==> src/rtl/sccomp_ahb_arbiter.sv <==
// -----------------------------------------------------------------------------
// sccomp_ahb_arbiter
//
// Two-master AHB-Lite arbiter. It sits in front of the shared address decoder
// and the slave bus. M0 is the CPU. M1 is a secondary master, such as an
// interrupt-vector or debug loader.
//
// The arbiter puts one master's address phase on the shared bus. It also
// remembers which master owns the data phase in flight. That owner receives
// HREADY/HRDATA/HRESP, and the owner's write data drives HWDATA.
//
// Parameters
//   PARK_MASTER : master granted after reset and while nobody requests.
//   HOLD_MAX    : number of consecutive accepted address phases after which
//                 the owner counts as over-quota. The hold counter is 8 bits
//                 wide and saturates.
//
// Ports
//   HCLK, HRESETn        clock; synchronous active-low reset
//   Mx_HADDR/HTRANS/     per-master address phase (x = 0, 1)
//   HWRITE/HSIZE
//   Mx_HWDATA            per-master write data (data phase)
//   Mx_HREADY            per-master ready; 0 stalls the master
//   Mx_HRDATA, Mx_HRESP  per-master read data and error response
//   HADDR/HTRANS/        shared address phase to the decoder and slaves
//   HWRITE/HSIZE
//   HWDATA               shared write data
//   HREADY/HRDATA/HRESP  muxed slave response
//   GNT                  current address-phase owner (0 = M0, 1 = M1)
// -----------------------------------------------------------------------------
module sccomp_ahb_arbiter #(
  parameter bit          PARK_MASTER = 1'b0,
  parameter int unsigned HOLD_MAX    = 16
) (
  input  logic        HCLK,
  input  logic        HRESETn,
  // master 0 (CPU)
  input  logic [31:0] M0_HADDR,
  input  logic [1:0]  M0_HTRANS,
  input  logic        M0_HWRITE,
  input  logic [2:0]  M0_HSIZE,
  input  logic [31:0] M0_HWDATA,
  output logic        M0_HREADY,
  output logic [31:0] M0_HRDATA,
  output logic        M0_HRESP,
  // master 1 (loader / debug)
  input  logic [31:0] M1_HADDR,
  input  logic [1:0]  M1_HTRANS,
  input  logic        M1_HWRITE,
  input  logic [2:0]  M1_HSIZE,
  input  logic [31:0] M1_HWDATA,
  output logic        M1_HREADY,
  output logic [31:0] M1_HRDATA,
  output logic        M1_HRESP,
  // shared bus
  output logic [31:0] HADDR,
  output logic [1:0]  HTRANS,
  output logic        HWRITE,
  output logic [2:0]  HSIZE,
  output logic [31:0] HWDATA,
  input  logic        HREADY,
  input  logic [31:0] HRDATA,
  input  logic        HRESP,
  output logic        GNT
);

  localparam logic [7:0] HOLD_LIMIT = 8'(HOLD_MAX);
  localparam logic [1:0] TRANS_IDLE = 2'b00;
  localparam logic [1:0] TRANS_NSEQ = 2'b10;

  // Registered state
  logic       gnt;       // address-phase owner
  logic       dp_valid;  // a data phase is in flight
  logic       dp_owner;  // master that owns that data phase
  logic [7:0] hold_cnt;  // consecutive accepted phases by the current owner

  logic       gnt_nxt;
  logic       dp_valid_nxt;
  logic       dp_owner_nxt;
  logic [7:0] hold_cnt_nxt;

  // Request decode. Encodings 01 and 11 count as NONSEQ.
  logic req0, req1;
  logic owner_req, other_req, over_quota;

  assign req0       = |M0_HTRANS;
  assign req1       = |M1_HTRANS;
  assign owner_req  = gnt ? req1 : req0;
  assign other_req  = gnt ? req0 : req1;
  assign over_quota = (hold_cnt >= HOLD_LIMIT);

  // Next-state logic. Grant changes only at an edge where the owner issues no
  // new address. The outgoing owner therefore never has an address phase that
  // overlaps the incoming owner's.
  //
  // With quota exhausted and nobody requesting, the grant is handed to the
  // other master ahead of time. If both masters then request together, the
  // former owner is already the non-granted one and waits.
  always_comb begin
    // NOTE: every output gets a default first, so no path through this
    // block leaves a variable unassigned and infers a latch.
    gnt_nxt      = gnt;
    dp_valid_nxt = dp_valid;
    dp_owner_nxt = dp_owner;
    hold_cnt_nxt = hold_cnt;

    // HREADY low: all state holds.
    if (HREADY) begin
      if (owner_req) begin
        dp_valid_nxt = 1'b1;
        dp_owner_nxt = gnt;
        hold_cnt_nxt = (hold_cnt == 8'hFF) ? hold_cnt : hold_cnt + 8'd1;
      end else begin
        dp_valid_nxt = 1'b0;
        if (other_req || over_quota) begin
          gnt_nxt      = ~gnt;
          hold_cnt_nxt = 8'd0;
        end else if (gnt != PARK_MASTER) begin
          gnt_nxt      = PARK_MASTER;
          hold_cnt_nxt = 8'd0;
        end
      end
    end
  end

  // State register. Reset abandons any data phase in flight.
  always_ff @(posedge HCLK) begin
    // NOTE: sequential state uses non-blocking assignments, so every
    // register samples pre-edge values regardless of statement order.
    if (!HRESETn) begin
      gnt      <= PARK_MASTER;
      dp_valid <= 1'b0;
      dp_owner <= PARK_MASTER;
      hold_cnt <= 8'd0;
    end else begin
      gnt      <= gnt_nxt;
      dp_valid <= dp_valid_nxt;
      dp_owner <= dp_owner_nxt;
      hold_cnt <= hold_cnt_nxt;
    end
  end

  // Address-phase mux. HTRANS is normalised to NONSEQ or IDLE.
  always_comb begin
    HADDR  = gnt ? M1_HADDR  : M0_HADDR;
    HWRITE = gnt ? M1_HWRITE : M0_HWRITE;
    HSIZE  = gnt ? M1_HSIZE  : M0_HSIZE;
    HTRANS = owner_req ? TRANS_NSEQ : TRANS_IDLE;
  end

  // Data-phase routing
  logic dp_is_m0, dp_is_m1;

  assign dp_is_m0 = dp_valid && (dp_owner == 1'b0);
  assign dp_is_m1 = dp_valid && (dp_owner == 1'b1);

  always_comb begin
    HWDATA    = 32'd0;
    M0_HRDATA = 32'd0;
    M0_HRESP  = 1'b0;
    M1_HRDATA = 32'd0;
    M1_HRESP  = 1'b0;

    if (dp_valid) HWDATA = dp_owner ? M1_HWDATA : M0_HWDATA;

    if (dp_is_m0) begin
      M0_HRDATA = HRDATA;
      M0_HRESP  = HRESP;
    end
    if (dp_is_m1) begin
      M1_HRDATA = HRDATA;
      M1_HRESP  = HRESP;
    end
  end

  // Per-master ready. Rules in priority order:
  //   1. the data-phase owner follows the slave;
  //   2. a requesting non-granted master is stalled so it holds its address;
  //   3. the granted master follows the slave, because its address is on
  //      the bus;
  //   4. any other master sees ready.
  always_comb begin
    M0_HREADY = 1'b1;
    M1_HREADY = 1'b1;

    if (dp_is_m0)                M0_HREADY = HREADY;
    else if (gnt != 1'b0 && req0) M0_HREADY = 1'b0;
    else if (gnt == 1'b0)         M0_HREADY = HREADY;

    if (dp_is_m1)                M1_HREADY = HREADY;
    else if (gnt != 1'b1 && req1) M1_HREADY = 1'b0;
    else if (gnt == 1'b1)         M1_HREADY = HREADY;
  end

  assign GNT = gnt;

endmodule

==> config.mk <==
export PLATFORM = sky130hd
export DESIGN_NAME = sccomp_ahb_arbiter
export DESIGN_NICKNAME = d
export VERILOG_FILES = /design/src/rtl/sccomp_ahb_arbiter.sv
export SDC_FILE = /design/constraint.sdc
export NUM_CORES = 1
export LEC_CHECK = 0
export CAP_MARGIN = 20
export CORE_AREA = 2 2 121 123
export CTS_BUF_LIST = sky130_fd_sc_hd__clkbuf_8 sky130_fd_sc_hd__clkbuf_16
export CTS_CLUSTER_DIAMETER = 200
export DETAILED_ROUTE_END_ITERATION = 8
export DIE_AREA = 0 0 123 125
export GPL_TIMING_DRIVEN = 0
export SLEW_MARGIN = 20
export SYNTH_ARGS = -nofsm -noshare
export SYNTH_HDL_FRONTEND = slang
export SYNTH_SLANG_ARGS = --single-unit
==> constraint.sdc <==
create_clock -name HCLK -period 4.12 [get_ports HCLK]
set_input_delay 0.618 -clock HCLK [delete_from_list [all_inputs] [get_ports HCLK]]
set_output_delay 0.618 -clock HCLK [all_outputs]
set_load 0.01 [all_outputs]
==> impl_metrics.json <==
{
  "outcome": "completed",
  "place_hpwl_um": 9742,
  "path_clk_slew_ns": 0.04,
  "synth.top_cell.area_share_pct": 19.73,
  "crit_type": "flop to output pin",
  "arrival_ns": 2.48,
  "dp_worst_setup_slack_ns": 1.077,
  "die_h_um": 125,
  "cts_resized": 0,
  "slowest_delay_ns": 0.68,
  "grt_overflow": 0,
  "grt_pass1_vias": 3102,
  "start_util_pct": 14.87,
  "n_fill_cell": 1438,
  "r2r_slack_ns": 2.23,
  "crit_buf_inv": 2,
  "clkSinkCount": 11,
  "synth-seq-area-share_pct": 10.43,
  "hold_class": "flop to flop",
  "fin_tns_setup_ns": 0,
  "crit_chain": "nor2b_1, clkbuf_1, and2_1, clkdlybuf4s50_1",
  "async_flop_share_pct": 0,
  "cp_top_family": "buffers and inverters",
  "drive_gt1_share_pct": 8.348,
  "ys_warn_count": 0,
  "skew_ns": 0.001463,
  "ant_nets": 0,
  "portBuffers": 313,
  "syn-num-nets": 448,
  "rsz0062_at_grt": "no",
  "rows": 44,
  "viasPerCell": 4.188,
  "routedWlPerCell_um": 14.69,
  "endpoint_kind": "output pin",
  "core_um2": 14200,
  "slew_violations": 0,
  "first_pass_iters": 4,
  "fin_ws_ns": 1.023,
  "synth_top_cell_by_area": "mux2_2",
  "ir_worst_vdd_mv": 0.1007,
  "clk_path_buf_depth": 2,
  "syn_area_per_cell_um2": 7.822,
  "timing.final.crit_period_ns": 3.097,
  "drt_iter0_markers": 67,
  "period_share_pct": 75.18,
  "htree_levels": 1,
  "synth_edf_count": 0,
  "critPathSlowestCell": "nor2b_1",
  "ys_ff_latch": 11,
  "fmax_ghz": 0.3229,
  "max-slew-margin-rel_pct": 36.33,
  "drc": 0,
  "cts_tree": "yes",
  "yosysUniqueCellTypes": 39,
  "tightest_slew_ns": 0.9463,
  "cellLeakagePower_nw": 2.037,
  "powerDensity_nw_per_um2": 133.2,
  "synthFlopType": "dfxtp_1",
  "fin_total_pwr_mw": 0.7396,
  "critPathLaunchType": "flop",
  "area_growth_pct": 163.0,
  "critPathMaxFanout": 10,
  "wl_met3_um": 1182,
  "grt.total_usage_pct": 13.29,
  "worst_ep_required_time_ns": 3.50,
  "wirelength_um": 11330,
  "yosys-top-cells-area": "mux2_2, mux2i_1, dfxtp_1",
  "num_antenna_cells": 0,
  "io-pin-count": 315,
  "fp.dieArea_um2": 15380,
  "report.final.setup_viol": 0,
  "cts_setup_buffers": 0,
  "syn_area_um2": 2112,
  "finalNetCount": 766,
  "antenna_found_initial": 0,
  "cts_root_buffer": "clkbuf_16",
  "drv_cap": 0,
  "hold_viol_final": 0,
  "numCtsBuffers": 3,
  "grt_pass1_wl_um": 16240,
  "grt_max_degree": 11,
  "vias": 3229,
  "wl_met1_um": 4207,
  "insertion_delay_ns": 0.24,
  "wl_met2_um": 5840,
  "cts_hold_buf": 0,
  "place.gp.congestion": 0.7833,
  "top_layer": "met4",
  "synth_cells": 270,
  "fp.dieW_um": 123
}
-- layout by cell type (no fill, tap or decap), drive strengths merged, types with 3 or more instances in the layout --
cell type,netlist,routed
nand2,8,8
inv,5,6
mux2,37,37
nor2b,35,35
clkbuf,20,23
buf,6,6
clkdlybuf4s50,0,313
nand3,4,4
nor3,3,3
and3,35,35
mux2i,34,34
o32ai,3,3
dfxtp,11,11
a211oi,5,5
nor2,4,4
and2,34,34
a21oi,3,3
-- state kept, by name, indices dropped and copies added, names as in the netlist --
register / cells
hold_cnt: 8
GNT: 1
dp_owner: 1
dp_valid: 1
-- layer usage --
| layer | vias to the layer above | GRT usage [%] |
|---|---|---|
| li1 | 1590 | - |
| met1 | 1439 | 14.31 |
| met2 | 193 | 26.00 |
| met3 | 7 | 3.057 |
| met4 | 0 | 2.340 |
| met5 | - | 0 |
-- logic make-up after synthesis --
| kind of cell | count (synthesis) | share of synthesized area [%] |
|---|---|---|
| AO/OA/AOI/OAI | 23 | 8.650 |
| adder cells (fa/ha/maj) | 2 | 1.185 |
| multiplexers | 71 | 35.84 |
| AND/OR/NAND/NOR | 131 | 37.56 |
| buffers and inverters | 31 | 6.161 |
| other | 1 | 0.1776 |
| flip-flops | 11 | 10.43 |
-- Yosys cell counts (2+ instances only) --
cell type  number
nor2b_1        35
clkbuf_1       20
mux2_2         37
and2_1         34
a211oi_1        5
o32ai_1         3
nor3_1          3
a21oi_1         3
buf_4           3
dfxtp_1        11
nand3_1         4
nor3b_1         2
and3_1         35
buf_2           2
o21ai_0         2
nand2_1         8
nor2_1          3
ha_1            2
mux2i_1        34
inv_1           5
-- where the power goes --
group	switching (mW)	internal [mW]	total [mW]
logic	0.147	0.303	0.450
registers	0.00372	0.110	0.113
clock network	0.0492	0.127	0.177
-- layout make-up --
type / instances / area, um2 / share of cell area [%]
buffer: 26 / 111.4 / 2.005
clock buffer: 3 / 75.07 / 1.352
clock inverter: 1 / 3.754 / 0.06758
inverter: 5 / 18.77 / 0.3379
multi-input combinational: 228 / 1762 / 31.72
sequential: 11 / 220.2 / 3.965
tap: 184 / 230.2 / 4.145
timing repair buffer: 313 / 3133 / 56.41
-- stage by stage --
| stage | utilization (%) | area [um2] | hold WS [ns] | std cells |
|---|---|---|---|---|
| final | 39.10 | 5554 | 0.5182 | 771 |
| after global routing | 39.10 | 5554 | 0.5361 | 771 |
| after CTS | 39.10 | 5554 | 0.5137 | 771 |
| after detailed placement | 38.55 | 5475 | 0.5024 | 767 |
| after global placement | 38.55 | 5475 | 0.4930 | 767 |
| after floorplan | - | 2112 | 0.4729 | 270 |
-- worst min-delay path: stages, from the launching register on --
cell and delay [ns]:
dfxtp_1 0.33, nand2_1 0.07, mux2i_1 0.06
-- path summary, 6_finish.rpt --
check | start | end | depth (start not counted)
worst min register to register | hold_cnt[1] | hold_cnt[1] | 2
worst min-delay path | hold_cnt[1] | hold_cnt[1] | 2
worst max register to register | GNT | hold_cnt[3] | 5
worst max-delay path | dp_valid | M0_HRDATA[5] | 4
(Power assumes the default switching activity.)
